--- config.mk ---
export PLATFORM = sky130hd
export DESIGN_NAME = wb_port_arbiter
export DESIGN_NICKNAME = d
export VERILOG_FILES = /design/src/rtl/wb_port_arbiter.sv
export SDC_FILE = /design/constraint.sdc
export NUM_CORES = 1
export LEC_CHECK = 0
export ABC_CLOCK_PERIOD_IN_PS = 14000
export BUFFER_PORTS_ARGS = -buffer_cell sky130_fd_sc_hd__buf_2
export CAP_MARGIN = 20
export CORE_MARGIN = 3
export CORE_UTILIZATION = 37
export CTS_CLUSTER_DIAMETER = 150
export DETAILED_ROUTE_END_ITERATION = 8
export PLACE_DENSITY = 0.51
export SYNTH_ARGS = -nofsm -noshare
export SYNTH_HDL_FRONTEND = slang
export SYNTH_SLANG_ARGS = --single-unit
export TNS_END_PERCENT = 20
--- constraint.sdc ---
create_clock -name clk -period 14 [get_ports clk]
set_clock_uncertainty 0.1 [all_clocks]
set_input_delay 2.8 -clock clk [delete_from_list [all_inputs] [get_ports clk]]
set_output_delay 2.8 -clock clk [all_outputs]
set_load 0.005 [all_outputs]
--- src/rtl/wb_port_arbiter.sv ---
// Write-port scheduler in front of the GPR file: per-producer result FIFOs
// drained by a round-robin arbiter onto two write ports, with a full-FIFO stall toward issue.
module wb_port_arbiter #(
  parameter int N_REQ = 4,
  parameter int DEPTH = 2,
  parameter int AW    = 5,
  parameter int DW    = 32
) (
  input  logic                  clk,
  input  logic                  rst,
  input  logic                  interlock,
  input  logic [N_REQ-1:0]      req_valid,
  input  logic [N_REQ*AW-1:0]   req_rt,
  input  logic [N_REQ*DW-1:0]   req_data,
  output logic [N_REQ-1:0]      req_ready,
  output logic                  wp0_en,
  output logic [AW-1:0]         wp0_rt,
  output logic [DW-1:0]         wp0_data,
  output logic                  wp1_en,
  output logic [AW-1:0]         wp1_rt,
  output logic [DW-1:0]         wp1_data,
  output logic                  stall_out,
  output logic                  busy
);

  localparam int IW = (N_REQ > 1) ? $clog2(N_REQ) : 1;
  localparam int PW = $clog2(DEPTH);
  localparam int CW = PW + 1;

  logic [AW-1:0] rt_mem_q   [N_REQ][DEPTH];
  logic [AW-1:0] rt_mem_d   [N_REQ][DEPTH];
  logic [DW-1:0] data_mem_q [N_REQ][DEPTH];
  logic [DW-1:0] data_mem_d [N_REQ][DEPTH];
  logic [PW-1:0] wr_ptr_q   [N_REQ];
  logic [PW-1:0] wr_ptr_d   [N_REQ];
  logic [PW-1:0] rd_ptr_q   [N_REQ];
  logic [PW-1:0] rd_ptr_d   [N_REQ];
  logic [CW-1:0] count_q    [N_REQ];
  logic [CW-1:0] count_d    [N_REQ];
  logic [IW-1:0] rr_q;
  logic [IW-1:0] rr_d;

  logic [N_REQ-1:0] not_empty;
  logic [AW-1:0]    head_rt   [N_REQ];
  logic [DW-1:0]    head_data [N_REQ];
  logic [N_REQ-1:0] push;
  logic [N_REQ-1:0] pop;

  logic          g0;
  logic          g1;
  logic [IW-1:0] idx0;
  logic [IW-1:0] idx1;
  logic [IW-1:0] sidx;

  always_comb begin
    stall_out = 1'b0;
    busy      = 1'b0;
    for (int i = 0; i < N_REQ; i++) begin
      not_empty[i] = (count_q[i] != '0);
      head_rt[i]   = rt_mem_q[i][rd_ptr_q[i]];
      head_data[i] = data_mem_q[i][rd_ptr_q[i]];
      req_ready[i] = !interlock && (count_q[i] < CW'(DEPTH));
      stall_out    = stall_out | (count_q[i] == CW'(DEPTH));
      busy         = busy | not_empty[i];
    end
  end

  // Round-robin scan from rr; a head matching port 0's index is skipped but keeps its place.
  always_comb begin
    g0   = 1'b0;
    g1   = 1'b0;
    idx0 = '0;
    idx1 = '0;
    sidx = '0;
    for (int k = 0; k < N_REQ; k++) begin
      sidx = IW'((int'(rr_q) + k) % N_REQ);
      if (not_empty[sidx]) begin
        if (!g0) begin
          g0   = 1'b1;
          idx0 = sidx;
        end else if (!g1 && (head_rt[sidx] != head_rt[idx0])) begin
          g1   = 1'b1;
          idx1 = sidx;
        end
      end
    end
  end

  always_comb begin
    wp0_en   = g0 && !interlock;
    wp1_en   = g1 && !interlock;
    wp0_rt   = wp0_en ? head_rt[idx0]   : '0;
    wp0_data = wp0_en ? head_data[idx0] : '0;
    wp1_rt   = wp1_en ? head_rt[idx1]   : '0;
    wp1_data = wp1_en ? head_data[idx1] : '0;
  end

  always_comb begin
    rt_mem_d   = rt_mem_q;
    data_mem_d = data_mem_q;
    wr_ptr_d   = wr_ptr_q;
    rd_ptr_d   = rd_ptr_q;
    count_d    = count_q;
    rr_d       = rr_q;
    push       = '0;
    pop        = '0;
    for (int i = 0; i < N_REQ; i++) begin
      push[i] = req_valid[i] && req_ready[i];
      pop[i]  = (wp0_en && (idx0 == IW'(i))) || (wp1_en && (idx1 == IW'(i)));
      if (push[i]) begin
        rt_mem_d[i][wr_ptr_q[i]]   = req_rt[i*AW +: AW];
        data_mem_d[i][wr_ptr_q[i]] = req_data[i*DW +: DW];
        wr_ptr_d[i]                = wr_ptr_q[i] + PW'(1);
      end
      if (pop[i]) begin
        rd_ptr_d[i] = rd_ptr_q[i] + PW'(1);
      end
      count_d[i] = count_q[i] + CW'(push[i]) - CW'(pop[i]);
    end
    // The pointer moves past the last index granted in scan order.
    if (wp1_en) begin
      rr_d = (idx1 == IW'(N_REQ - 1)) ? '0 : idx1 + IW'(1);
    end else if (wp0_en) begin
      rr_d = (idx0 == IW'(N_REQ - 1)) ? '0 : idx0 + IW'(1);
    end
  end

  always_ff @(posedge clk or posedge rst) begin
    if (rst) begin
      for (int i = 0; i < N_REQ; i++) begin
        for (int j = 0; j < DEPTH; j++) begin
          rt_mem_q[i][j]   <= '0;
          data_mem_q[i][j] <= '0;
        end
        wr_ptr_q[i] <= '0;
        rd_ptr_q[i] <= '0;
        count_q[i]  <= '0;
      end
      rr_q <= '0;
    end else begin
      rt_mem_q   <= rt_mem_d;
      data_mem_q <= data_mem_d;
      wr_ptr_q   <= wr_ptr_d;
      rd_ptr_q   <= rd_ptr_d;
      count_q    <= count_d;
      rr_q       <= rr_d;
    end
  end

endmodule

==> results of run 1 <==
==> registers in the layout (all words and copies together) (netlist names) <==
signal      cells
data_mem_q    256
rr_q            2
count_q         8
wr_ptr_q        4
rd_ptr_q        4
rt_mem_q       40
==> per-layer routing <==
metal,global-route usage (%),up-vias,part of all wire (%)
met4,5.52,14,2.1
met2,40.7,443,52
li1,-,5966,-
met3,5.39,90,6.8
met5,0,-,0.13
met1,27.8,6652,39
==> layout by cell type (no fill, tap or decap), types with 25 or more instances in the layout <==
cell	instances
sky130_fd_sc_hd__mux2_2	371
sky130_fd_sc_hd__dfrtp_1	310
sky130_fd_sc_hd__buf_2	236
sky130_fd_sc_hd__nand2_1	128
sky130_fd_sc_hd__o211ai_1	122
sky130_fd_sc_hd__mux2i_1	101
sky130_fd_sc_hd__a21oi_1	86
sky130_fd_sc_hd__clkbuf_16	39
sky130_fd_sc_hd__o221ai_1	32
sky130_fd_sc_hd__buf_4	25
==> worst max-delay path, cell delays in order, from the launching register on <==
cell and delay [ns]:
sky130_fd_sc_hd__dfrtp_1 0.56, sky130_fd_sc_hd__or3_1 0.46, sky130_fd_sc_hd__nand3b_1 0.31, sky130_fd_sc_hd__o21a_1 0.21
sky130_fd_sc_hd__inv_1 0.08, sky130_fd_sc_hd__ha_1 0.27, sky130_fd_sc_hd__inv_1 0.09, sky130_fd_sc_hd__mux2i_4 0.15
sky130_fd_sc_hd__mux2i_2 0.44, sky130_fd_sc_hd__mux4_2 0.57, sky130_fd_sc_hd__xnor2_1 0.15, sky130_fd_sc_hd__nand3_1 0.18
sky130_fd_sc_hd__o21ai_4 0.84, sky130_fd_sc_hd__o21ai_4 0.23, sky130_fd_sc_hd__inv_2 0.40, sky130_fd_sc_hd__buf_4 0.55
sky130_fd_sc_hd__o211ai_1 0.19, sky130_fd_sc_hd__a21oi_1 0.33, sky130_fd_sc_hd__buf_2 0.18
==> how the worst min path moves through the flow <==
stage | start | to | slack [ns] | cells past startpoint
after floorplan | wr_ptr_q[0]$_DFFE_PP0P_ | wr_ptr_q[0]$_DFFE_PP0P_ | 0.36 | 1
after global placement | data_mem_q[15]$_DFFE_PP0P_ | data_mem_q[15]$_DFFE_PP0P_ | 0.38 | 1
after detailed placement | data_mem_q[11]$_DFFE_PP0P_ | data_mem_q[11]$_DFFE_PP0P_ | 0.39 | 1
after CTS | data_mem_q[80]$_DFFE_PP0P_ | data_mem_q[80]$_DFFE_PP0P_ | 0.40 | 1
after global routing | data_mem_q[46]$_DFFE_PP0P_ | data_mem_q[46]$_DFFE_PP0P_ | 0.41 | 1
final | data_mem_q[17]$_DFFE_PP0P_ | data_mem_q[17]$_DFFE_PP0P_ | 0.40 | 1
==> kinds of logic (layout without fill, tap and decap cells) <==
family          count (synthesis)  count (layout)  synth area share, %
simple gates                  205             205                 5.01
xor+xnor                       30              30                 1.49
flops                         314             314                 44.5
buf+inv                       138             347                 3.18
fa+ha+maj                      17              17                 1.21
compound gates                302             302                 11.8
other cells                     0               5                    0
mux                           500             500                 32.8
==> cell usage after synthesis, types with 3 or more instances <==
cell	instances	area share, %
sky130_fd_sc_hd__and3_1	6	0.21
sky130_fd_sc_hd__or2_1	5	0.18
sky130_fd_sc_hd__o211ai_1	122	5.2
sky130_fd_sc_hd__dfrtp_1	314	45
sky130_fd_sc_hd__xnor2_1	18	0.89
sky130_fd_sc_hd__nand2b_1	5	0.18
sky130_fd_sc_hd__a21oi_1	86	2.4
sky130_fd_sc_hd__o221ai_1	32	1.6
sky130_fd_sc_hd__buf_2	23	0.65
sky130_fd_sc_hd__mux2_2	371	24
sky130_fd_sc_hd__nand3_1	12	0.34
sky130_fd_sc_hd__a211oi_1	10	0.43
sky130_fd_sc_hd__o22ai_1	9	0.32
sky130_fd_sc_hd__xor2_1	12	0.60
sky130_fd_sc_hd__nor3_1	3	0.085
sky130_fd_sc_hd__mux2i_1	101	5.7
sky130_fd_sc_hd__o21a_1	6	0.26
sky130_fd_sc_hd__a21o_1	7	0.30
sky130_fd_sc_hd__or3_1	3	0.11
sky130_fd_sc_hd__mux4_2	24	3.1
sky130_fd_sc_hd__inv_2	4	0.085
sky130_fd_sc_hd__inv_1	15	0.32
sky130_fd_sc_hd__ha_1	17	1.2
sky130_fd_sc_hd__buf_1	4	0.085
sky130_fd_sc_hd__o21ai_0	15	0.43
sky130_fd_sc_hd__clkbuf_1	90	1.9
sky130_fd_sc_hd__nand2_1	128	2.7
sky130_fd_sc_hd__nor2_1	30	0.64
==> stage by stage <==
| step | hold WS [ns] | instances | setup slack, ns | utilization, % |
|---|---|---|---|---|
| 2_1_floorplan | 0.360 | 1506 | 2.41 | - |
| 3_3_place_gp | 0.384 | 2255 | 5.00 | 41.3 |
| 3_5_place_dp | 0.391 | 2255 | 4.97 | 41.3 |
| 4_1_cts | 0.404 | 2321 | 4.32 | 43.9 |
| 5_1_grt | 0.409 | 2323 | 3.81 | 44.0 |
| 6_report | 0.401 | 2327 | 4.30 | 44.0 |
==> cell type report <==
type / count / area [um^2]
inverter: 19 / 81.3
tap: 607 / 759
multi-input combinational: 1054 / 9270
clock inverter: 10 / 110
clock buffer: 56 / 1130
timing repair buffer: 262 / 1400
fill: 4433 / 26200
antenna: 5 / 12.5
sequential: 314 / 7860
==> qor_table.md, run 1 <==
| Metric | This run | Unit |
|---|---|---|
| Pin slew with the least headroom to its limit | 1.05 | ns |
| Number of design-rule violations left by the first detailed-router iteration | 999 | - |
| Data required time at the worst endpoint | 11.10 | ns |
| Nets@finish | 1861 | - |
| DRC errors left | 0 | - |
| Routed len/inst | 24.8 | um |
| Sequential share of the synthesized area | 44.5 | % |
| Number of different library cells in the post-synthesis netlist | 53 | - |
| Last weighted congestion value of the routability-driven placer | 0.908 | - |
| Total negative setup slack | 0 | ns |
| Number of buffers created by CTS | 38 | - |
| Finish-stage setup viols | 0 | - |
| Clock period minus final worst setup slack | 9.70 | ns |
| Kind of path behind the tightest hold check | reg2reg | - |
| Full die area | 0.0503 | mm^2 |
| Post-Syn Instances | 1506 | - |
| Clock latency on the worst-skew pair | 0.56 | ns |
| Global router's overall resource usage | 22.8 | % |
| Count of final max-slew check failures | 0 | - |
| Sink Count | 314 | - |
| Final antenna-violating net count | 0 | - |
| CTS H-Tree Depth | 2 | - |
| CP Launch Point | rr_q[0]$_DFFE_PP0P_ | - |
| Worst max-slew margin expressed relative to the limit | 28.3 | % |
| Count of yosys warnings during synthesis | 0 | - |
| Fraction of final layout cells sized beyond drive strength 1 | 43.4 | % |
| Cell area after technology mapping | 0.0176 | mm^2 |
| Placement Cell Area | 0.0193 | mm^2 |
| Number of buffers on the longest clock path | 3 | - |
| Synthesized net count | 1678 | - |
| Kind of start point of the critical path | flip-flop | - |
| Placed wire-length estimate after detailed placement | 41.6 | mm |
| Critical path destination | wp1_data[6] | - |
| Post-CTS Resized | 0 | - |
| RSZ-0062 raised after global routing | no | - |
| CTS Hold Bufs | 0 | - |
| Horizontal extent of the die | 224 | um |
| Die Y | 224 | um |
| Synthesis-stage register bit count | 314 | - |
| Number of antenna violations at the first check in global routing | 14 | - |
| Start-to-end type of the worst setup path | reg2out | - |
| CTS tree | built | - |
| Overall overflow remaining after global route | 0 | - |
| Clock-pin slew on the worst setup and hold paths | 0.07 | ns |
| Number of top-level pins | 237 | - |
| Fraction of synthesis flops using an asynchronous set or reset pin | 100 | % |
| Critical R2R Capture | count_q[7]$_DFF_PP0_ | - |
| Vias | 13200 | - |
| Post-synth EDFFs | 0 | - |
| Detailed Routing Iterations Pass 1 | 5 | - |
| Port Buffer Count | 236 | - |
| Flip-flop cell with the highest count after synthesis | sky130_fd_sc_hd__dfrtp_1 | - |
| Routed via count divided by cell count | 5.66 | - |
| Reg2Reg Setup Slack | 6.86 | ns |
| Vias in the first global route | 13600 | - |
| Setup bufs post-CTS | 0 | - |
| Area of the core | 0.0469 | mm^2 |
| Synthesis-to-layout area growth | 16.9 | % |
| Maximum number of pins on one net before global-route repair | 109 | - |
| Result of the run | complete, no violations | - |
| Total number of placement rows | 79 | - |
| Critical-path maximum fanout | 48 | - |
| Post-synthesis area per instance | 11.7 | um^2 |
| Global-route wire length before repair | 86.9 | mm |
| Overall routed net length | 57.6 | mm |
| Initial Util | 37.7 | % |
| CP arrival | 6.80 | ns |
| Root buffer cell | sky130_fd_sc_hd__clkbuf_16 | - |
| Reg2Reg Depth | 23 | - |
| Number of failing hold endpoints at the final stage | 0 | - |
| Final design area excluding fillers | 0.0206 | mm^2 |
| Reg-to-reg startpoint | rr_q[0]$_DFFE_PP0P_ | - |
| Max-cap check violation count | 0 | - |
| Worst Setup End Kind | output pin | - |
| Post-route fraction of the period consumed by the critical path | 69.3 | % |
| Max Clock Freq | 103 | MHz |
Power of run 1 is left out: the tool's default activity adds up to more than one toggle a clock period on the data nets, which glitch-free logic cannot reach.
==> run 2, diff against run 1 <==
ABC_CLOCK_PERIOD_IN_PS = 7900   (was 14000)
PLACE_DENSITY = 0.53   (was 0.51)
clock period = 7.9 ns   (was 14 ns; I/O delays follow)
==> run 2 against run 1 <==
Global-route usage fell by 0.60 points. Sequential cell count unchanged. Final area rose by 0.42%. Routed wire length shrank 1.7%. Hold slack got worse by 0.0016 ns. Critical path depth decreased by 1. Sequential share of layout area down 0.16 points. Critical path type unchanged.
==> qor_table.md, run 2 (same netlist as run 1, synthesis figures left out) <==
| Metric | This run | Unit |
|---|---|---|
| Global-route wire length before repair | 84.7 | mm |
| Number of top-level pins | 237 | - |
| CTS tree | built | - |
| DRC errors left | 0 | - |
| Routed via count divided by cell count | 5.66 | - |
| Fraction of final layout cells sized beyond drive strength 1 | 43.5 | % |
| Finish-stage setup viols | 0 | - |
| CTS H-Tree Depth | 2 | - |
| Flip-flop count of the largest register, all copies and words added | 256 | - |
| Root buffer cell | sky130_fd_sc_hd__clkbuf_16 | - |
| Regs by FF count | data_mem_q (256), rt_mem_q (40), count_q (8) | - |
| Clock-pin slew on the worst setup and hold paths | 0.07 | ns |
| Max Clock Freq | 134 | MHz |
| Sink Count | 314 | - |
| FILL cells | 4450 | - |
| Routed len/inst | 24.3 | um |
| Clock period minus final worst setup slack | 7.48 | ns |
| Number of buffers created by CTS | 37 | - |
| Overall overflow remaining after global route | 0 | - |
| Vias in the first global route | 13600 | - |
| Post-route fraction of the period consumed by the critical path | 94.7 | % |
| RSZ-0062 raised after global routing | no | - |
| CP arrival | 5.80 | ns |
| Reg-to-reg startpoint | rr_q[0]$_DFFE_PP0P_ | - |
| Clock latency on the worst-skew pair | 0.54 | ns |
| Number of antenna violations at the first check in global routing | 12 | - |
| Count of final max-slew check failures | 0 | - |
| Full die area | 0.0503 | mm^2 |
| Pin slew with the least headroom to its limit | 1.07 | ns |
| Last weighted congestion value of the routability-driven placer | 0.918 | - |
| CP Launch Point | rr_q[0]$_DFFE_PP0P_ | - |
| Number of failing hold endpoints at the final stage | 0 | - |
| Detailed Routing Iterations Pass 1 | 6 | - |
| Kind of path behind the tightest hold check | reg2reg | - |
| Sequential standard cell area | 0.00786 | mm^2 |
| Initial Util | 37.7 | % |
| Area of the core | 0.0469 | mm^2 |
| Final antenna-violating net count | 0 | - |
| Worst Setup End Kind | output pin | - |
| Start-to-end type of the worst setup path | reg2out | - |
| Data required time at the worst endpoint | 6.22 | ns |
| Number of design-rule violations left by the first detailed-router iteration | 775 | - |
| Min-Delay Startpoint | data_mem_q[90]$_DFFE_PP0P_ | - |
| Horizontal extent of the die | 224 | um |
| CTS Hold Bufs | 0 | - |
| Total number of placement rows | 79 | - |
| Synthesis-to-layout area growth | 17.4 | % |
| Die Y | 224 | um |
| Port Buffer Count | 236 | - |
| Max-cap check violation count | 0 | - |
| Leading cell type in the layout, fill and taps excluded | sky130_fd_sc_hd__mux2_2 | - |
| Overall routed net length | 56.7 | mm |
| Vias | 13200 | - |
| Global router's overall resource usage | 22.2 | % |
| Kind of start point of the critical path | flip-flop | - |
| Nets@finish | 1872 | - |
| Worst max-slew margin expressed relative to the limit | 26.7 | % |
| Number of buffers on the longest clock path | 3 | - |
| Critical-path maximum fanout | 52 | - |
| Register containing the most flip-flops in the final layout | data_mem_q | - |
| Area used by multi-input combinational logic | 0.00928 | mm^2 |
| Placed wire-length estimate after detailed placement | 40.9 | mm |
| Most frequent cells in the layout | sky130_fd_sc_hd__mux2_2 (371), sky130_fd_sc_hd__dfrtp_1 (310), sky130_fd_sc_hd__buf_2 (236) | - |
| Result of the run | complete, no violations | - |
| Total negative setup slack | 0 | ns |
| Maximum number of pins on one net before global-route repair | 159 | - |
## run 2: cell types whose count changed in the layout (fill, tap and decap cells not counted), sizes merged
cell	delta
buf	+12
clkinv	-5
clkbuf	+2
bufinv	+1
clkinvlp	-1
diode	-1
inv	+1
## run 2: critical path, cell delays in order, from the launching register on
cell                       delay [ns]
sky130_fd_sc_hd__dfrtp_1         0.57
sky130_fd_sc_hd__or3_1           0.46
sky130_fd_sc_hd__nand3b_1        0.31
sky130_fd_sc_hd__o21a_1          0.20
sky130_fd_sc_hd__inv_1           0.08
sky130_fd_sc_hd__ha_1            0.30
sky130_fd_sc_hd__mux2i_4         0.42
sky130_fd_sc_hd__mux2i_4         0.20
sky130_fd_sc_hd__mux4_2          0.47
sky130_fd_sc_hd__xnor2_1         0.17
sky130_fd_sc_hd__nand3_1         0.20
sky130_fd_sc_hd__o21ai_4         0.27
sky130_fd_sc_hd__o21ai_4         0.15
sky130_fd_sc_hd__inv_2           0.35
sky130_fd_sc_hd__buf_12          0.30
sky130_fd_sc_hd__o221ai_1        0.16
sky130_fd_sc_hd__a21oi_1         0.44
sky130_fd_sc_hd__buf_2           0.21
## run 2: layer usage
layer / global-route usage (%) / vias to the layer above / wire length (um)
met1: 26.4 / 6699 / 21800
li1: - / 5989 / -
met5: 0 / - / 75
met4: 5.76 / 12 / 1380
met3: 5.73 / 88 / 4110
met2: 39.9 / 443 / 29300
## run 2: path summary, 6_finish.rpt
path / end / cells after the start / slack (ns)
worst max-delay path: wp1_data[4] / 17 / 0.42
worst min-delay path: data_mem_q[90]$_DFFE_PP0P_ / 1 / 0.40
worst max register to register: count_q[1]$_DFF_PP0_ / 21 / 2.11
worst min register to register: data_mem_q[90]$_DFFE_PP0P_ / 1 / 0.40
max in group asynchronous: rd_ptr_q[1]$_DFFE_PP0N_ / 3 / 5.71
min in group asynchronous: data_mem_q[177]$_DFFE_PP0P_ / 3 / 1.12
## run 2: what timing repair did
action / in CTS / in global routing
gates resized for setup: 0 / 1
setup endpoints to repair: 0 / 6
buffers inserted: 0 / 0
## run 2: area by class of cell
class	instances	share of cell area [%]
sequential	314	38.0
inverter	19	0.375
antenna	4	0.0483
multi-input combinational	1054	44.8
clock buffer	58	5.44
tap	607	3.67
timing repair buffer	274	7.26
clock inverter	6	0.441
## run 2: metrics by stage
stage | instances | utilization [%] | hold WS [ns] | instance area, um^2 | setup slack [ns]
3_3_place_gp | 2268 | 41.6 | 0.384 | 19500 | 1.09
2_1_floorplan | 1506 | - | 0.360 | 17600 | 2.04
6_report | 2336 | 44.2 | 0.399 | 20700 | 0.416
5_1_grt | 2332 | 44.2 | 0.412 | 20700 | 0.0627
4_1_cts | 2332 | 44.2 | 0.403 | 20700 | 0.390
3_5_place_dp | 2268 | 41.6 | 0.390 | 19500 | 1.00
Power of run 2 is left out for the same reason.
